===== src/rtl/mips_pkg.sv =====
// Shared encodings for the MIPS pipeline: load kinds and architectural constants.
package mips_pkg;

    typedef enum logic [2:0] {
        LOAD_WORD  = 3'b000,
        LOAD_BYTE  = 3'b001,
        LOAD_HALF  = 3'b010,
        LOAD_BYTEU = 3'b011,
        LOAD_HALFU = 3'b100
    } load_type_e;

    localparam int unsigned REG_ZERO = 0;

endpackage


===== src/rtl/mem_wb_stage_load_extender.sv =====
// Sign/zero extension of sub-word load data; unknown load codes pass the word through.
module load_extender
    import mips_pkg::*;
#(
    parameter int unsigned DATA_WIDTH = 32
) (
    input  logic [DATA_WIDTH-1:0] data,
    input  logic [2:0]            load_type,
    output logic [DATA_WIDTH-1:0] ext_data
);

    always_comb begin
        ext_data = data;
        case (load_type)
            LOAD_BYTE:  ext_data = {{(DATA_WIDTH-8){data[7]}}, data[7:0]};
            LOAD_HALF:  ext_data = {{(DATA_WIDTH-16){data[15]}}, data[15:0]};
            LOAD_BYTEU: ext_data = {{(DATA_WIDTH-8){1'b0}}, data[7:0]};
            LOAD_HALFU: ext_data = {{(DATA_WIDTH-16){1'b0}}, data[15:0]};
            default:    ext_data = data;
        endcase
    end

endmodule


===== src/rtl/mem_wb_stage.sv =====
// MEM/WB pipeline register with writeback select, retired-instruction counter and
// sticky halt flag.
module mem_wb_stage
    import mips_pkg::*;
#(
    parameter int unsigned DATA_WIDTH     = 32,
    parameter int unsigned REG_ADDR_WIDTH = 5,
    parameter int unsigned CNT_WIDTH      = 32
) (
    input  logic                      clk,
    input  logic                      rst,
    input  logic                      i_stall,
    input  logic                      i_flush,
    input  logic                      i_valid,
    input  logic                      i_reg_write,
    input  logic                      i_mem_to_reg,
    input  logic                      i_link,
    input  logic                      i_halt,
    input  logic [2:0]                i_load_type,
    input  logic [DATA_WIDTH-1:0]     i_mem_data,
    input  logic [DATA_WIDTH-1:0]     i_alu_result,
    input  logic [DATA_WIDTH-1:0]     i_link_addr,
    input  logic [REG_ADDR_WIDTH-1:0] i_rd,
    output logic                      o_wb_en,
    output logic [REG_ADDR_WIDTH-1:0] o_wb_rd,
    output logic [DATA_WIDTH-1:0]     o_wb_data,
    output logic                      o_valid,
    output logic                      o_halted,
    output logic [CNT_WIDTH-1:0]      o_retired
);

    logic                      valid_q, valid_d;
    logic                      reg_write_q, reg_write_d;
    logic                      mem_to_reg_q, mem_to_reg_d;
    logic                      link_q, link_d;
    logic [2:0]                load_type_q, load_type_d;
    logic [DATA_WIDTH-1:0]     mem_data_q, mem_data_d;
    logic [DATA_WIDTH-1:0]     alu_result_q, alu_result_d;
    logic [DATA_WIDTH-1:0]     link_addr_q, link_addr_d;
    logic [REG_ADDR_WIDTH-1:0] rd_q, rd_d;
    logic                      halted_q, halted_d;
    logic [CNT_WIDTH-1:0]      retired_q, retired_d;
    logic                      ld;
    logic [DATA_WIDTH-1:0]     ext_data;

    assign ld = !i_stall && !i_flush && !halted_q;

    always_comb begin
        valid_d      = valid_q;
        reg_write_d  = reg_write_q;
        mem_to_reg_d = mem_to_reg_q;
        link_d       = link_q;
        load_type_d  = load_type_q;
        mem_data_d   = mem_data_q;
        alu_result_d = alu_result_q;
        link_addr_d  = link_addr_q;
        rd_d         = rd_q;
        halted_d     = halted_q;
        retired_d    = retired_q;
        if (rst) begin
            valid_d      = 1'b0;
            reg_write_d  = 1'b0;
            mem_to_reg_d = 1'b0;
            link_d       = 1'b0;
            load_type_d  = 3'b000;
            mem_data_d   = '0;
            alu_result_d = '0;
            link_addr_d  = '0;
            rd_d         = '0;
            halted_d     = 1'b0;
            retired_d    = '0;
        end else if (i_flush || (halted_q && !i_stall)) begin
            // Once halted, every would-be capture becomes a bubble.
            valid_d     = 1'b0;
            reg_write_d = 1'b0;
        end else if (ld) begin
            valid_d      = i_valid;
            reg_write_d  = i_reg_write;
            mem_to_reg_d = i_mem_to_reg;
            link_d       = i_link;
            load_type_d  = i_load_type;
            mem_data_d   = i_mem_data;
            alu_result_d = i_alu_result;
            link_addr_d  = i_link_addr;
            rd_d         = i_rd;
            if (i_valid) begin
                retired_d = retired_q + CNT_WIDTH'(1);
                if (i_halt) halted_d = 1'b1;
            end
        end
    end

    always_ff @(posedge clk) begin
        valid_q      <= valid_d;
        reg_write_q  <= reg_write_d;
        mem_to_reg_q <= mem_to_reg_d;
        link_q       <= link_d;
        load_type_q  <= load_type_d;
        mem_data_q   <= mem_data_d;
        alu_result_q <= alu_result_d;
        link_addr_q  <= link_addr_d;
        rd_q         <= rd_d;
        halted_q     <= halted_d;
        retired_q    <= retired_d;
    end

    load_extender #(
        .DATA_WIDTH(DATA_WIDTH)
    ) u_load_extender (
        .data     (mem_data_q),
        .load_type(load_type_q),
        .ext_data (ext_data)
    );

    always_comb begin
        if (link_q) begin
            o_wb_data = link_addr_q;
        end else if (mem_to_reg_q) begin
            o_wb_data = ext_data;
        end else begin
            o_wb_data = alu_result_q;
        end
    end

    assign o_wb_en   = valid_q && reg_write_q && (rd_q != REG_ADDR_WIDTH'(REG_ZERO));
    assign o_wb_rd   = rd_q;
    assign o_valid   = valid_q;
    assign o_halted  = halted_q;
    assign o_retired = retired_q;

endmodule


===== config.mk =====
export PLATFORM = sky130hd
export DESIGN_NAME = mem_wb_stage
export DESIGN_NICKNAME = d
export VERILOG_FILES = /design/src/rtl/mips_pkg.sv /design/src/rtl/mem_wb_stage_load_extender.sv /design/src/rtl/mem_wb_stage.sv
export SDC_FILE = /design/constraint.sdc
export NUM_CORES = 1
export LEC_CHECK = 0
export ABC_AREA = 0
export CORE_UTILIZATION = 43
export DETAILED_ROUTE_END_ITERATION = 10
export PLACE_DENSITY = 0.77
export SKIP_LAST_GASP = 1
export SLEW_MARGIN = 20
export SYNTH_ARGS = -nofsm -noshare
export SYNTH_HDL_FRONTEND = slang
export SYNTH_SLANG_ARGS = --single-unit

===== constraint.sdc =====
create_clock -name clk -period 1.8 [get_ports clk]
set_clock_uncertainty 0.15 [all_clocks]
set_input_delay 0.36 -clock clk [delete_from_list [all_inputs] [get_ports clk]]
set_output_delay 0.36 -clock clk [all_outputs]
set_load 0.05 [all_outputs]

Yosys cells after proc, flatten, opt, wreduce, memory -nomap -nowiden
Cells that the tools add are included.
- $add $sub $neg: 1
- equal/unequal tests: 4
- multiplexer cells: 3
- bitwise logic cells: 1
- reduce and logical (&&, ||, !) cells: 14
- operators with widths (operator ; count):
    32-bit case mux with 4 select lines ; 1
    32-bit 2-to-1 mux ; 2
    32-bit by 1-bit adder with 32-bit output, second input constant ; 1
    3-bit by 2-bit equality test with 1-bit output, second input constant ; 2
    1-bit logical AND ; 5
    5-bit nonzero test ; 1
    4-bit AND reduction ; 1
    3-bit by 1-bit equality test with 1-bit output, second input constant ; 1
    3-bit equality test, second input constant ; 1
    1-bit zero test ; 3
    3-bit AND reduction ; 1
    2-bit AND reduction ; 1
    2-bit OR reduction ; 1
    1-bit logical OR ; 1
    1-bit inverter ; 1
- flip-flop bits (word level): 141
- word-level logic and storage cells: 34

Logic depth before layout (Yosys ltp)
Gate-level depths: netlist (run 1).
- word-level depth: 5
- gate-level depth with buffers: 7

Cells and area by module
Synthesis (run 1) repeated with hierarchy kept, for this count alone.
- cell total of the unflattened synthesis: 877
- area total of the unflattened synthesis: 6715.2 um^2
- by module, submodules not included (module ; times used ; cells an instance ; area each (um^2) ; sequential area each (um^2)):
    mem_wb_stage ; 1 ; 769 ; 5935.7 ; 2822.7
    load_extender ; 1 ; 108 ; 779.5 ; 0.0

Least setup slack after synthesis (run 1)
OpenSTA, ideal clock, no wires.
- path kind: flip-flop to output port
- start point: reg load_type_q[0]
- end point: out o_wb_data[22]
- arrival: 2.474 ns
- path slack: -1.184 ns
- cell stages (with the launch flop): 6
- path buffers: 1
- path through: dfxtp_1 > nand3b_1 > a21oi_1 > clkbuf_1 > a211oi_1 > o31ai_1
- cells in the longest elaborated chain, start to end: 4
- elaborated cells between the ends (all ways): 7
- those cells by class: eq/ne (4); mux (3)
- RTL lines (item ; RTL line ; RTL):
    start: declaration ; mem_wb_stage.sv:36 ; logic [2:0] load_type_q, load_type_d;
    start signal: assignment ; mem_wb_stage.sv:98 ; load_type_q <= load_type_d;
    3-bit equality test (tied with other cells) ; mem_wb_stage_load_extender.sv:14 ; case (load_type)
    32-bit case mux with 4 select lines (*) ; mem_wb_stage_load_extender.sv:14 ;
    32-bit 2-to-1 mux (*) ; mem_wb_stage.sv:118 ; end else if (mem_to_reg_q) begin
    32-bit 2-to-1 mux (*) ; mem_wb_stage.sv:116 ; if (link_q) begin
    end: declaration ; mem_wb_stage.sv:26 ; output logic [DATA_WIDTH-1:0] o_wb_data,
Mark *: on every way between the ends. The rest lies on a longest branch, timed or not.

Final worst setup path (run 1)
- start point: reg load_type_q[1]
- end point: out o_wb_data[15]
The elaborated chain is that of the path after synthesis.

==> flow_summary.toml, run 1 <==
[drt]
wirelength_met1_um = 8939
drtIter0Drc = 559
highest_layer = "met4"
viasPerCell = 5.546
ant_nets = 0
routed_wl_um = 21300
drt_first_pass_iters = 7
wl_met2_um = 10430
dr_wl_met3_um = 1471
vias = 6738
wire_per_inst_um = 17.53
remaining_drc_errors = 0

[pwr]
sw_frac_of_total_pct = 25.74
peakVddDrop_v = 0.0007006
p_int_mw = 6.194
seqPwrFrac_pct = 39.4
comb_power_share_pct = 17.5
p_switching_mw = 2.147
power_density_nw_per_um2 = 782.9
finalPower_mw = 8.341
clkPwrFrac_pct = 43.0
cellLeakagePower_nw = 3.864

[job]
maxCapViolCount = 0

[floorplanning]
start_util_pct = 44.09
die_area_um2 = 14710
core_area_um2 = 13880
io_pins = 185
die_h_um = 121.3
dieWidth_um = 121.3
num_rows = 43

[logic_synthesis]
yosysTopAreaCell = "dfxtp_1"
syn_inst = 807
synth_nets = 921
synth_area_leaders = "dfxtp_1 46%, nand2_1 16%, a21oi_1 11%"
ys_seq_area_share_pct = 46.13
syn_area_per_cell_um2 = 7.583
netlist_area_um2 = 6120
yosysWarnings = 0
synthFlopType = "dfxtp_1"
synth-edff-count = 0
netlist-cell-type-count = 36
synth_seq_cells = 141
netlist.area_leader.share_pct = 46.13
async_reset_ff_share_pct = 0

[sta]
period_needed_ns = 2.361
setup_viol = 53
slew_viol_final = 0
max_freq_mhz = 423.6
fin_ws_ns = -0.5607
fin_crit_sh_pct = 131.1
rsz0062_at_grt = "yes"
worstMarginPinSlew_ns = 0.3854
relSlewSlack_pct = 74.15
hold_violations = 0

[layout]
final_nets = 1136
layout-drive-gt1-share_pct = 33.14
syn2layout_area_growth_pct = 74.10
num_antenna_cells = 0
final_cells = 1215

[placed_design]
hpwl_um = 12230
io_buffers = 184
place_congestion = 0.7982
dpl.cell_count = 1159

[run_status]
status = "complete, but fails checks"
violations = "negative setup slack"

[grt]
grt_pass1_vias = 6304
grt_util_all_layers_pct = 28.03
grt_overflow = 0
grt_max_degree = 57
antenna_found_initial = 0
grt_pass1_wl_um = 32090

[setup_path]
crit_chain = "nand3b_1, a21oi_4, buf_12, nor3_1, o31ai_4, buf_6"
cpMaxStageDelayCell = "dfxtp_2"
crit_path_max_fanout = 17
critPathTopFamily = "compound AO/OA/AOI/OAI gates"
max_stage_delay_ns = 0.34
critPathRequiredTime_ns = 1.29
start_kind = "register"
path_buf_inv = 2
path_class = "register to output pin"
cp-end-kind = "output pin"
cp.arrival_ns = 1.85

[cts]
cts-root-buf = "clkbuf_16"
worst_skew_pair.late_latency_ns = 0.42
clockBufferDepth = 2
postCtsHoldBufs = 0
h-tree-depth = 4
cts_tree = "built"
cts-buffers-inserted = 17
clock-sinks = 141
clkTransAtPathRegs_ns = 0.05

[worst_hold_path]
hp-class = "input pin to register"
## placed cells by master (no fill, tap or decap), drive strengths merged
cell and count:
inv 3, buf 150, clkbuf 27, clkdlybuf4s50 108, nand2 256, nor2 39, nand3b 2, nand2b 1
nand3 9, o31ai 39, o21ai 12, ha 1, dfxtp 141, and3 4, o311a 1, or4 15
nor4b 1, o21a 1, clkinv 3, nor3b 3, or3 6, o21ba 1, mux2i 8, nand4 14
a31oi 1, xnor2 7, dlygate4sd2 3, o31a 1, and4 5, nor3 6, nor4 4, or4b 1
bufbuf 1, a21oi 129, bufinv 2, a211oi 23, xor2 5, and2 2
## power groups by stage
stage / clock network (mW) / registers, mW / logic [mW]
4_1_cts: 3.63 / 3.28 / 1.45
2_1_floorplan: 0 / 3.36 / 0.736
6_report: 3.59 / 3.29 / 1.46
3_5_place_dp: 0 / 3.34 / 1.32
3_3_place_gp: 0 / 3.34 / 1.32
5_1_grt: 3.77 / 3.30 / 1.54
## flip-flops by register name, summed over array words and instances, names as in the netlist
register      count
alu_result_q     32
link_addr_q      32
mem_data_q       32
o_retired        32
o_wb_rd           5
load_type_q       3
link_q            1
mem_to_reg_q      1
o_halted          1
o_valid           1
reg_write_q       1
## worst paths after layout
path	startpoint	endpoint	slack, ns	cells past startpoint
worst max-delay path	load_type_q[1]	o_wb_data[15]	-0.56	6
worst min-delay path	rst	o_retired[26]	0.13	2
worst max register to register	o_retired[10]	o_retired[18]	-0.18	6
worst min register to register	alu_result_q[2]	alu_result_q[2]	0.30	2
## timing repair
action / in CTS / in global routing
cloned: 9 / 0
pin swaps: 17 / 29
setup buffers: 10 / 9
resized for setup: 81 / 65
setup endpoints to repair: 54 / 54
## per-layer routing
layer / vias to the layer above / GRT usage [%]
met5: - / 0
met4: 0 / 9.414
met3: 41 / 7.190
li1: 3224 / -
met1: 3203 / 36.28
met2: 270 / 45.10
## final cells by class
type                            instances  area (um^2)
Clock buffer                           27        534.3
Sequential cell                       141         2932
Multi-Input combinational cell        597         3990
Tap cell                              180        225.2
Fill cell                             937         3227
Inverter                                3        11.26
Clock inverter                          5        75.07
Timing Repair Buffer                  262         2887
## synthesized netlist by cell type, drive strengths merged, types with 3 or more instances
library cell,n
or4,15
or3,6
clkbuf,57
o21ai,12
nor3,6
nand3,9
nand2,256
a21oi,129
mux2i,8
dfxtp,141
nand4,14
a211oi,23
nor3b,3
nor2,39
and4,5
xor2,5
o31ai,39
inv,3
and3,4
nor4,4
xnor2,7
buf,9
## logic make-up (layout without fill, tap and decap cells)
logic type,after synthesis,after routing,share of synthesized area [%]
buffers and inverters,69,297,4.396
DFF,141,141,46.13
AOI/OAI and AO/OA,208,208,19.83
muxes,8,8,1.309
xor gates and xnor gates,12,12,1.717
adders and majority gates,1,1,0.2044
and+or+nand+nor,368,368,26.42
## per-stage QoR
step	util [%]	area [um^2]	setup slack, ns	setup TNS (ns)	hold WS, ns
floorplan	-	6852	-0.2563	-5.301	0.2857
global placement	65.62	9109	-0.5383	-48.89	0.2923
detailed placement	65.62	9109	-0.5638	-51.07	0.2967
CTS	74.73	10370	-0.5781	-16.42	0.09783
global route	76.75	10650	-0.6552	-19.36	0.1290
finish	76.75	10650	-0.5607	-16.25	0.1317
Power figures use the tool's default switching activity.
==> inputs of run 2 (changes only) <==
- CORE_UTILIZATION: 43 -> 44
- CTS_BUF_LIST: not set -> sky130_fd_sc_hd__clkbuf_8
- PLACE_DENSITY: 0.77 -> 0.79
- TNS_END_PERCENT: not set -> 50
==> flow_summary.toml, run 2 (synthesized netlist as in run 1, its figures left out) <==
[placed_design]
place_congestion = 0.8127
pre_cts_ws_ns = -0.6014
postPlaceCellArea_um2 = 9145
io_buffers = 184
hpwl_um = 12420

[grt]
top_usage_layer = "met2"
antenna_found_initial = 1
grt_pass1_wl_um = 29390
grt_util_all_layers_pct = 25.57
grt_overflow = 0
grt_pass1_vias = 6034
grtUsageMet1_pct = 32.06
met2_usage_pct = 42.28
gr-usage-met3_pct = 5.989
grt_max_degree = 65

[setup_path]
crit_chain = "nor2_4, xor2_4, buf_12, a211oi_2, o31ai_4, buf_6"
critPathRequiredTime_ns = 1.29
path_class = "register to output pin"
cp.arrival_ns = 1.90
start_kind = "register"
cpMaxStageDelayCell = "dfxtp_2"
cp-end-kind = "output pin"
max_stage_delay_ns = 0.35
crit_path_max_fanout = 15

[drt]
remaining_drc_errors = 0
vias = 6425
viasPerCell = 5.372
drtIter0Drc = 501
routed_wl_um = 18340
ant_nets = 0
wire_per_inst_um = 15.34
drt_first_pass_iters = 5

[layout]
seqCellArea_um2 = 2927
fillers = 978
layout-drive-gt1-share_pct = 26.86
final_core_util_pct = 74.52
num_antenna_cells = 0
layout_commonest_cell = "nand2_1"
multiInputGateArea_um2 = 3679
finalInstanceArea_um2 = 9986
final_cell_mix = "256 x nand2_1, 128 x a21oi_1, 111 x clkdlybuf4s50_1, 106 x dfxtp_1, 82 x buf_4"
final_nets = 1121
syn2layout_area_growth_pct = 63.18

[sta]
rsz0062_at_grt = "yes"
fin_crit_sh_pct = 133.6
setup_tns_ns = -16.41
fin_ws_ns = -0.6051
max_freq_mhz = 415.8
hold_violations = 0
worstMarginPinSlew_ns = 0.4099
period_needed_ns = 2.405
relSlewSlack_pct = 72.51
setup_viol = 54
slew_viol_final = 0

[floorplanning]
die_area_um2 = 14380
core_area_um2 = 13400
io_pins = 185
start_util_pct = 45.67
num_rows = 42
die_h_um = 119.9
dieWidth_um = 119.9

[run_status]
violations = "negative setup slack"
status = "complete, but fails checks"

[cts]
clock-sinks = 141
cts-buffers-inserted = 17
postCtsHoldBufs = 0
h-tree-depth = 4
clkTransAtPathRegs_ns = 0.07
clockBufferDepth = 2
worst_skew_pair.late_latency_ns = 0.45
cts_tree = "built"
cts-root-buf = "clkbuf_8"

[pwr]
peakVddDrop_v = 0.0005145
cellLeakagePower_nw = 3.635
power_density_nw_per_um2 = 823.4

[worst_hold_path]
hp-class = "input pin to register"

[job]
maxCapViolCount = 0
run 2: cell count changes in the layout (fill, tap and decap cells not counted), sizes merged, moves of 2 or more:
cell,change
clkinv,-2
clkdlybuf4s50,+3
clkbuf,-7
dlygate4sd2,-3
inv,+2
buf,-14
bufinv,+7
run 2: worst max-delay path, delay by kind of cell, from the launching register on:
kind / cells / cell delay (ns)
buf+inv: 2 / 0.39
flops: 1 / 0.35
compound gates: 2 / 0.31
xor+xnor: 1 / 0.21
simple gates: 1 / 0.17
run 2: report_power, final:
| part | leakage, nW | internal [mW] | total [mW] | switching (mW) |
|---|---|---|---|---|
| registers | 1.17 | 3.20 | 3.28 | 0.0796 |
| clock network | 0.285 | 2.31 | 3.52 | 1.20 |
| logic | 2.18 | 0.674 | 1.43 | 0.752 |
| total | 3.63 | 6.19 | 8.22 | 2.03 |
run 2: cell type report:
class                      instances  share of cell area (%)
timing repair buffer             247                   25.92
inverter                           3                  0.1128
tap                              176                   2.205
clock inverter                    12                   2.857
multi-input combinational        597                   36.84
sequential                       141                   29.31
clock buffer                      20                   2.757
run 2: through the flow:
step                cells  hold WS [ns]  total power, mW
global placement     1162        0.2922            4.673
detailed placement   1162        0.2966            4.690
floorplan             807        0.2857            4.089
CTS                  1194       0.07211            8.259
global route         1196       0.07670            8.523
finish               1196       0.09458            8.222
run 2: worst paths after layout:
check                               startpoint        endpoint  slack, ns  cells after the start
worst max register to register        o_halted   o_retired[21]      -0.12                      5
worst min register to register  link_addr_q[1]  link_addr_q[1]       0.31                      2
worst max-delay path            load_type_q[0]   o_wb_data[29]      -0.61                      6
worst min-delay path                       rst        o_halted       0.09                      2
run 2: repair_timing:
action	CTS	global route
setup endpoints to repair	51	59
resized for setup	44	13
pin swaps	1	0
cloned	0	0
buffers inserted	0	2
run 2: routing by layer:
metal	wire length [um]	part of all wire, %
met1	8113	44
met2	8868	48
met3	1011	5.5
met4	348	1.9
met5	0	0
